### config.mk
export PLATFORM = sky130hd
export DESIGN_NAME = tx_ordered_set_ctrl
export DESIGN_NICKNAME = d
export VERILOG_FILES = /design/src/rtl/tx_ordered_set_ctrl.sv
export SDC_FILE = /design/constraint.sdc
export NUM_CORES = 1
export LEC_CHECK = 0
export ABC_AREA = 1
export BUFFER_PORTS_ARGS = -buffer_cell sky130_fd_sc_hd__buf_4
export CORE_UTILIZATION = 40
export CTS_CLUSTER_DIAMETER = 60
export CTS_CLUSTER_SIZE = 8
export DETAILED_ROUTE_END_ITERATION = 6
export MAX_ROUTING_LAYER = met4
export PLACE_DENSITY_LB_ADDON = 0.12
export SLEW_MARGIN = 20
export SYNTH_ARGS = -nofsm -noshare
export SYNTH_HDL_FRONTEND = slang
export SYNTH_SLANG_ARGS = --single-unit
### constraint.sdc
create_clock -name sync_clk -period 2.1 [get_ports sync_clk]
set_clock_uncertainty 0.1 [all_clocks]
set_input_delay 0.21 -clock sync_clk [delete_from_list [all_inputs] [get_ports sync_clk]]
set_output_delay 0.21 -clock sync_clk [all_outputs]
set_load 0.02 [all_outputs]
### src/rtl/tx_ordered_set_ctrl.sv
// Transmit ordered-set controller: wraps MAC frames in /S/ ... /T/ /R/ [/R/] and fills
// the gaps with /I1/ or /I2/ idle pairs so that every K28.5 lands in an even slot.
module tx_ordered_set_ctrl (
  input  logic        sync_clk,
  input  logic        mr_main_reset,
  input  logic        tx_en,
  input  logic        tx_er,
  input  logic [7:0]  txd,
  input  logic        rd_pos,
  output logic [7:0]  tx_byte,
  output logic        tx_is_k,
  output logic        tx_even,
  output logic        tx_busy,
  output logic [15:0] pkt_count,
  output logic [7:0]  err_count
);

  localparam logic [7:0] K28_5 = 8'hBC;
  localparam logic [7:0] D5_6  = 8'hC5;
  localparam logic [7:0] D16_2 = 8'h50;
  localparam logic [7:0] OS_S  = 8'hFB;
  localparam logic [7:0] OS_T  = 8'hFD;
  localparam logic [7:0] OS_R  = 8'hF7;
  localparam logic [7:0] OS_V  = 8'hFE;

  typedef enum logic [2:0] {
    IDLE_K,
    IDLE_D,
    SOP,
    DATA,
    EOP_T,
    EOP_R,
    EOP_R2
  } state_e;

  state_e      state_q, state_d;
  logic [7:0]  tx_byte_q, tx_byte_d;
  logic        tx_is_k_q, tx_is_k_d;
  logic        tx_even_q;
  logic [15:0] pkt_q, pkt_d;
  logic [7:0]  err_q, err_d;

  always_ff @(posedge sync_clk or posedge mr_main_reset) begin
    if (mr_main_reset) begin
      state_q   <= IDLE_K;
      tx_byte_q <= K28_5;
      tx_is_k_q <= 1'b1;
      tx_even_q <= 1'b1;
      pkt_q     <= '0;
      err_q     <= '0;
    end else begin
      state_q   <= state_d;
      tx_byte_q <= tx_byte_d;
      tx_is_k_q <= tx_is_k_d;
      tx_even_q <= ~tx_even_q;
      pkt_q     <= pkt_d;
      err_q     <= err_d;
    end
  end

  // The registered byte/k always belong to the state being entered, so the
  // emission is decoded from state_d rather than state_q.
  always_comb begin
    state_d   = state_q;
    tx_byte_d = K28_5;
    tx_is_k_d = 1'b1;
    pkt_d     = pkt_q;
    err_d     = err_q;

    case (state_q)
      IDLE_K:    state_d = IDLE_D;
      IDLE_D:    state_d = tx_en ? SOP : IDLE_K;
      SOP, DATA: state_d = tx_en ? DATA : EOP_T;
      EOP_T:     state_d = EOP_R;
      EOP_R:     state_d = tx_even_q ? EOP_R2 : IDLE_K;
      EOP_R2:    state_d = IDLE_K;
      default:   state_d = IDLE_K;
    endcase

    case (state_d)
      IDLE_K: begin
        tx_byte_d = K28_5;
        tx_is_k_d = 1'b1;
      end
      IDLE_D: begin
        tx_byte_d = rd_pos ? D5_6 : D16_2;
        tx_is_k_d = 1'b0;
      end
      SOP: begin
        tx_byte_d = OS_S;
        tx_is_k_d = 1'b1;
      end
      DATA: begin
        if (tx_er) begin
          tx_byte_d = OS_V;
          tx_is_k_d = 1'b1;
          err_d     = (err_q != '1) ? err_q + 8'd1 : err_q;
        end else begin
          tx_byte_d = txd;
          tx_is_k_d = 1'b0;
        end
      end
      EOP_T: begin
        tx_byte_d = OS_T;
        tx_is_k_d = 1'b1;
        pkt_d     = (pkt_q != '1) ? pkt_q + 16'd1 : pkt_q;
      end
      EOP_R, EOP_R2: begin
        tx_byte_d = OS_R;
        tx_is_k_d = 1'b1;
      end
      default: begin
        tx_byte_d = K28_5;
        tx_is_k_d = 1'b1;
      end
    endcase
  end

  assign tx_byte   = tx_byte_q;
  assign tx_is_k   = tx_is_k_q;
  assign tx_even   = tx_even_q;
  assign tx_busy   = (state_q != IDLE_K) && (state_q != IDLE_D);
  assign pkt_count = pkt_q;
  assign err_count = err_q;

endmodule

==> impl_metrics.csv, run 1 <==
group,metric,value,unit
yosys,netlist-cell-type-count,22,
yosys,netlist_instances,256,
detailed_routing,vias_per_cell,4.72,
grt,first_global_vias,1706,
critical_path,criticalPathCategory,"reg -> reg",
final_layout,area_delta_synth_final,26.4,%
critical_path,crit_path_max_incr_delay,0.46,ns
cts,clock_tree_root_driver_cell,"sky130_fd_sc_hd__clkbuf_8",
placed_design,pre_cts_slack,0.255,ns
placed_design,post-dp-hpwl,3190,um
grt,largest_net_degree_at_the_start_of_global_routing,38,
critical_path,crit_path_top_delay_cell,"sky130_fd_sc_hd__dfrtp_1",
outcome,status,"finished, final reports clean",
cts,cts.reportedPaths.clkPinSlew,0.07,ns
yosys,synth_top_cell_by_area,"sky130_fd_sc_hd__dfrtp_1",
floorplanning,die_x,72.2,um
run,cap_viol_max_count,0,
final_layout,multi_input_area,903,um2
cts,clock_path_buffers,2,
power_and_ir_drop,worst_ir_drop_vdd,547,uV
final_layout,most_common_cell_after_layout_fill_and_taps_aside,"sky130_fd_sc_hd__nand2_1",
placed_design,gpl.final_weighted_congestion,0.860,
critical_path,crit_path_required_time,2.18,ns
critical_path,worst_setup_path_start_kind,"register",
critical_path,crit_path_leading_delay_family,"flip-flops",
critical_path,timing.critical_path.arrival,1.91,ns
critical_path,cp_common_cell,"sky130_fd_sc_hd__nand2_1",
timing,fin_ws,0.270,ns
yosys,yosys_warnings,0,
power_and_ir_drop,p_sw,0.00106,W
grt,grt_antenna_before_repair,0,
yosys,yosysTopAreaCellShare,38.1,%
critical_path,r2r-start,"pkt_count[0]",
power_and_ir_drop,power.sequential.fraction,41.2,%
timing,timing.slew.headroom,68.8,%
placed_design,dpl-instance-area,2390,um2
critical_path,critPathMaxFanout,13,
power_and_ir_drop,intPower,0.00163,W
final_layout,fillCellCount,462,
power_and_ir_drop,combinationalPowerShare,39.3,%
min_path,hold_path.class,"in -> reg",
cts,clk-insertion-delay-late,0.29,ns
detailed_routing,detailed_route_iter0_violations,89,
cts,htree_num_levels,2,
cts,tritoncts,"done",
floorplanning,die_area,5210,um2
timing,holdWs,0.0346,ns
timing,fmax,546,MHz
yosys,synth_area,1970,um2
timing,finalSetupViolations,0,
floorplanning,floorplan.rows,25,
grt,globalRouteOverflowTotal,0,
min_path,hold_start,"rd_pos",
yosys,ys_seq_area_share,47.4,%
timing,rsz0062_at_grt,"no",
final_layout,antenna-diode-count,0,
final_layout,design.final.nets,326,
detailed_routing,routed_wl,4320,um
timing,final_critical_delay_including_setup_and_external_delays,1.83,ns
timing,worstMarginPinSlew,0.466,ns
grt,grt_use_total,18.9,%
timing,fin_crit_sh,87.2,%
cts,cts.sink_count,37,
power_and_ir_drop,power_frac_clock,19.4,%
critical_path,crit_path_cell_chain,"ha_1, nand3_2, inv_2, nand2_2, o21ai_2, inv_1, nand2_1, nand2_1",
floorplanning,pin_count,48,
cts,numCtsBuffers,5,
final_layout,drive_gt1_share,22.4,%
grt,first_pass_grt_wire_length,7390,um
yosys,yosys-top-cells-area,"sky130_fd_sc_hd__dfrtp_1 38%, sky130_fd_sc_hd__nand2_1 19%, sky130_fd_sc_hd__dfstp_2 9.3%",
power_and_ir_drop,swShare,39.4,%
floorplanning,initial_core_util,41.7,%
power_and_ir_drop,total_power,0.00268,W
critical_path,crit_start,"pkt_count[0]",
power_and_ir_drop,power_leakage,1.22,nW
final_layout,layout_common_cells,"100 x sky130_fd_sc_hd__nand2_1, 50 x sky130_fd_sc_hd__buf_4, 30 x sky130_fd_sc_hd__dfrtp_1, 24 x sky130_fd_sc_hd__nor2_1, 23 x sky130_fd_sc_hd__inv_1",
yosys,synthesis.nets,271,
critical_path,worstPathBufferInverterCount,2,
timing,timing.final.hold_violations,0,
final_layout,finalInstanceArea,2490,um2
yosys,synth-seq-cells,37,
detailed_routing,detail_route.first_pass.iterations,4,
power_and_ir_drop,power.density,1080,nW/um2
yosys,avgSynthCellArea,7.70,um2
placed_design,port-buffer-count,47,
cts,postCtsResizedCells,0,
floorplanning,die_height,72.2,um
detailed_routing,drcViolationCount,0,
timing,slew_viol_final,0,
detailed_routing,dr_total_vias,1790,
timing,fin_setup_tns,0,ns
final_layout,ff_latch_area,935,um2
critical_path,critical_path.endpoint_type,"register",
detailed_routing,antenna_left,0,
detailed_routing,wl_per_cell,11.4,um
floorplanning,area_of_the_core_region,4720,um2
[synth_stat cells (all sizes together)]
library cell,n
nand2,102
dfrtp,30
nor2,25
inv,24
o21ai,18
nand3,16
nand4,10
xnor2,9
dfstp,7
nor3,4
buf,3
ha,2
nand3b,2
xor2,2
a211oi,1
o2111ai,1
[power groups by stage]
| stage | Combinational, W | Sequential [W] | Clock, W |
|---|---|---|---|
| floorplan | 0.000507 | 0.00128 | 0 |
| global placement | 0.00106 | 0.00112 | 0 |
| detailed placement | 0.00107 | 0.00112 | 0 |
| CTS | 0.00107 | 0.00111 | 0.000546 |
| global route | 0.00117 | 0.00113 | 0.000570 |
| finish | 0.00106 | 0.00111 | 0.000522 |
[routing by layer]
metal	GRT usage [%]	up-vias	wire [um]
li1	-	926	-
met1	22.4	820	1970
met2	31.2	36	2100
met3	3.89	8	156
met4	7.84	0	95
met5	-	-	0
[sequential cells by signal, indices dropped and copies added (netlist names)]
| register | cells |
|---|---|
| tx_is_k | 1 |
| tx_byte | 8 |
| pkt_count | 16 |
| err_count | 8 |
| tx_even | 1 |
| state_q | 3 |
[cell families (layout without fill, tap and decap cells)]
group	after synthesis	count (layout)	share of synthesized area [%]
AO/OA/AOI/OAI	20	20	5.59
adder cells (fa/ha/maj)	2	2	1.27
flip-flops	37	37	47.4
XOR/XNOR	11	11	4.89
AND/OR/NAND/NOR	159	159	34.1
buffers and inverters	27	83	6.73
[timing repair]
action	4_1_cts	5_1_grt
hold buffers	1	0
buffers inserted	0	0
endpoints found under the hold margin	30	0
[metrics by stage]
stage,cells,util [%]
floorplan,256,-
finish,379,52.7
detailed placement,370,50.5
global route,379,52.7
CTS,379,52.7
global placement,370,50.5
[worst reg2reg max path, cell delays in order (launching register included)]
cell                      delay [ns]
sky130_fd_sc_hd__dfrtp_1        0.46
sky130_fd_sc_hd__ha_1           0.28
sky130_fd_sc_hd__nand3_2        0.13
sky130_fd_sc_hd__inv_2          0.10
sky130_fd_sc_hd__nand2_2        0.07
sky130_fd_sc_hd__o21ai_2        0.18
sky130_fd_sc_hd__inv_1          0.23
sky130_fd_sc_hd__nand2_1        0.13
sky130_fd_sc_hd__nand2_1        0.05
[cell type report]
| cell class | instances | area share, % |
|---|---|---|
| clock buffers | 7 | 3.47 |
| clock inverters | 1 | 0.301 |
| inverters | 24 | 3.62 |
| multi-input cells | 192 | 36.3 |
| flip-flops and latches | 37 | 37.5 |
| well taps | 67 | 3.37 |
| repair buffers | 51 | 15.5 |
[worst paths after layout]
| check | end | slack, ns | depth (start not counted) |
|---|---|---|---|
| min in group asynchronous | err_count[7] | 0.48 | 4 |
| hold reg to reg | tx_even | 0.40 | 1 |
| setup reg to reg | pkt_count[15] | 0.27 | 8 |
| max in group asynchronous | tx_even | 1.07 | 4 |
| hold / removal | tx_byte[4] | 0.03 | 2 |
| setup / recovery | pkt_count[15] | 0.27 | 8 |
Note: power is estimated with default switching activity, not from simulation.
==> inputs of run 2 (changes only) <==
BUFFER_PORTS_ARGS = -buffer_cell sky130_fd_sc_hd__buf_2   (was -buffer_cell sky130_fd_sc_hd__buf_4)
clock period = 1.9 ns   (was 2.1 ns; I/O delays follow)
==> run 2 against run 1 <==
Wire length decreased by 0.44%. Global-route usage about the same. Sequential cell count unchanged. Register-to-register slack got worse by 0.14 ns. First-iteration DRC count down 7.9%. Sequential share of layout area up 1.5 points. Maximum frequency increased by 3.5%. Clock-buffer cell count is 1 lower. Non-clock buffer count up 3. Largest cell class unchanged.
==> impl_metrics.csv, run 2 (synthesis results as in run 1) <==
group,metric,value,unit
outcome,status,"finished, final reports clean",
critical_path,crit_path_top_delay_cell,"sky130_fd_sc_hd__dfrtp_1",
timing,timing.slew.headroom,69.1,%
critical_path,cp_common_cell,"sky130_fd_sc_hd__nand2_1",
critical_path,crit_path_cell_chain,"ha_2, nand3_2, inv_2, nand2_2, o21ai_2, clkinvlp_4, buf_4, nand2_1, nand2_1",
critical_path,r2r-start,"pkt_count[1]",
final_layout,fillCellCount,486,
critical_path,timing.critical_path.arrival,1.85,ns
grt,largest_net_degree_at_the_start_of_global_routing,38,
min_path,hold-path-endpoint,"tx_byte[4]",
placed_design,placed_cells_incl_taps,371,
timing,final_critical_delay_including_setup_and_external_delays,1.77,ns
timing,finalSetupViolations,0,
final_layout,antenna-diode-count,0,
cts,htree_num_levels,2,
floorplanning,pin_count,48,
grt,grt_antenna_before_repair,0,
power_and_ir_drop,power.density,1190,nW/um2
critical_path,critical_path.endpoint_type,"register",
detailed_routing,routed_wl,4300,um
placed_design,gpl.final_weighted_congestion,0.853,
critical_path,r2r-end,"pkt_count[4]",
final_layout,finish.utilization,50.7,%
placed_design,post-dp-hpwl,3110,um
cts,clk-insertion-delay-late,0.29,ns
cts,cts.reportedPaths.clkPinSlew,0.07,ns
detailed_routing,dr_total_vias,1779,
timing,slew_viol_final,0,
critical_path,crit_path_max_incr_delay,0.41,ns
floorplanning,area_of_the_core_region,4720,um2
timing,fin_crit_sh,93.1,%
critical_path,rrSetupSlack,0.13,ns
critical_path,r2r.worst_path.cells,9,
final_layout,layout_common_cells,"100 x sky130_fd_sc_hd__nand2_1, 47 x sky130_fd_sc_hd__buf_2, 30 x sky130_fd_sc_hd__dfrtp_1, 24 x sky130_fd_sc_hd__nor2_1, 22 x sky130_fd_sc_hd__inv_1",
floorplanning,die_x,72.2,um
power_and_ir_drop,total_power,0.00286,W
final_layout,multi_input_area,906,um2
timing,worstMarginPinSlew,0.464,ns
cts,clock_path_buffers,2,
detailed_routing,wl_per_cell,11.3,um
run,cap_viol_max_count,0,
min_path,hold_path.class,"in -> reg",
min_path,holdPathStages,2,
critical_path,critPathMaxFanout,5,
timing,fmax,565,MHz
final_layout,design.final.nets,329,
final_layout,final_cell_count_no_fill,382,
cts,tritoncts,"done",
detailed_routing,detailed_route_iter0_violations,82,
final_layout,largest_register_ff_count,16,
critical_path,crit_path_required_time,1.98,ns
grt,grt_use_total,18.8,%
cts,numCtsBuffers,5,
power_and_ir_drop,worst_ir_drop_vdd,637,uV
timing,timing.final.hold_violations,0,
min_path,hold_start,"rd_pos",
floorplanning,die_area,5210,um2
detailed_routing,drcViolationCount,0,
final_layout,most_common_cell_after_layout_fill_and_taps_aside,"sky130_fd_sc_hd__nand2_1",
cts,cts.sink_count,37,
final_layout,ff_latch_area,935,um2
floorplanning,floorplan.rows,25,
final_layout,area_delta_synth_final,21.6,%
placed_design,port-buffer-count,47,
grt,first_global_vias,1676,
floorplanning,initial_core_util,41.7,%
floorplanning,die_height,72.2,um
detailed_routing,detail_route.first_pass.iterations,4,
grt,first_pass_grt_wire_length,7310,um
detailed_routing,antenna_left,0,
grt,globalRouteOverflowTotal,0,
critical_path,worst_setup_path_start_kind,"register",
detailed_routing,vias_per_cell,4.66,
cts,clock_tree_root_driver_cell,"sky130_fd_sc_hd__clkbuf_8",
critical_path,criticalPathCategory,"reg -> reg",
final_layout,drive_gt1_share,23.8,%
power_and_ir_drop,power_leakage,1.20,nW
run 2: cell types whose count changed in the layout (fill, tap and decap cells not counted), sizes merged:
| cell | delta |
|---|---|
| buf | +3 |
| clkbuf | -1 |
| clkinvlp | +2 |
| inv | -1 |
run 2: worst max-delay path: cells and delay by family (launching register included):
family	cells	cell delay, ns
flops	1	0.41
buf+inv	3	0.39
simple gates	4	0.31
fa+ha+maj	1	0.24
compound gates	1	0.22
run 2: power by group:
| part | total (W) | internal [W] | switching (W) |
|---|---|---|---|
| logic | 0.00111 | 0.000385 | 0.000724 |
| registers | 0.00120 | 0.00104 | 0.000158 |
| clock network | 0.000550 | 0.000259 | 0.000292 |
run 2: how the worst max path moves through the flow:
stage / from / to / slack (ns)
after floorplan: pkt_count[0] / pkt_count[3] / 0.15
after global placement: pkt_count[1] / pkt_count[15] / 0.19
after detailed placement: pkt_count[1] / pkt_count[4] / 0.16
after CTS: pkt_count[1] / pkt_count[4] / 0.15
after global routing: pkt_count[1] / pkt_count[7] / -0.01
final: pkt_count[1] / pkt_count[4] / 0.13
run 2: layout make-up:
type                            count  area share, %
Inverter                           24           3.92
Sequential cell                    37           39.0
Clock buffer                        6           3.03
Multi-Input combinational cell    192           37.8
Clock inverter                      2          0.627
Timing Repair Buffer               54           12.1
Tap cell                           67           3.50
run 2: metal layers:
layer  GRT usage [%]  vias to the layer above  routed length [um]
li1                -                      930                   -
met1            22.8                      810                2040
met2            31.0                       37                2090
met3            5.56                        2                 158
met4            4.36                        0                  19
met5               -                        -                   0
run 2: repair_timing:
item,in CTS,in global routing
endpoints found under the setup margin,0,3
setup buffers,0,2
hold buffers,1,0
endpoints found under the hold margin,30,0
resized for setup,0,2
run 2: stage by stage:
step | cell area, um2 | setup WS, ns | hold slack [ns] | TNS (ns)
after floorplan | 1970 | 0.150 | 0.208 | 0
after global placement | 2280 | 0.194 | 0.230 | 0
after detailed placement | 2280 | 0.160 | 0.230 | 0
after CTS | 2370 | 0.146 | 0.0262 | 0
after global routing | 2400 | -0.0129 | 0.0152 | -0.0550
final | 2400 | 0.131 | 0.0360 | 0
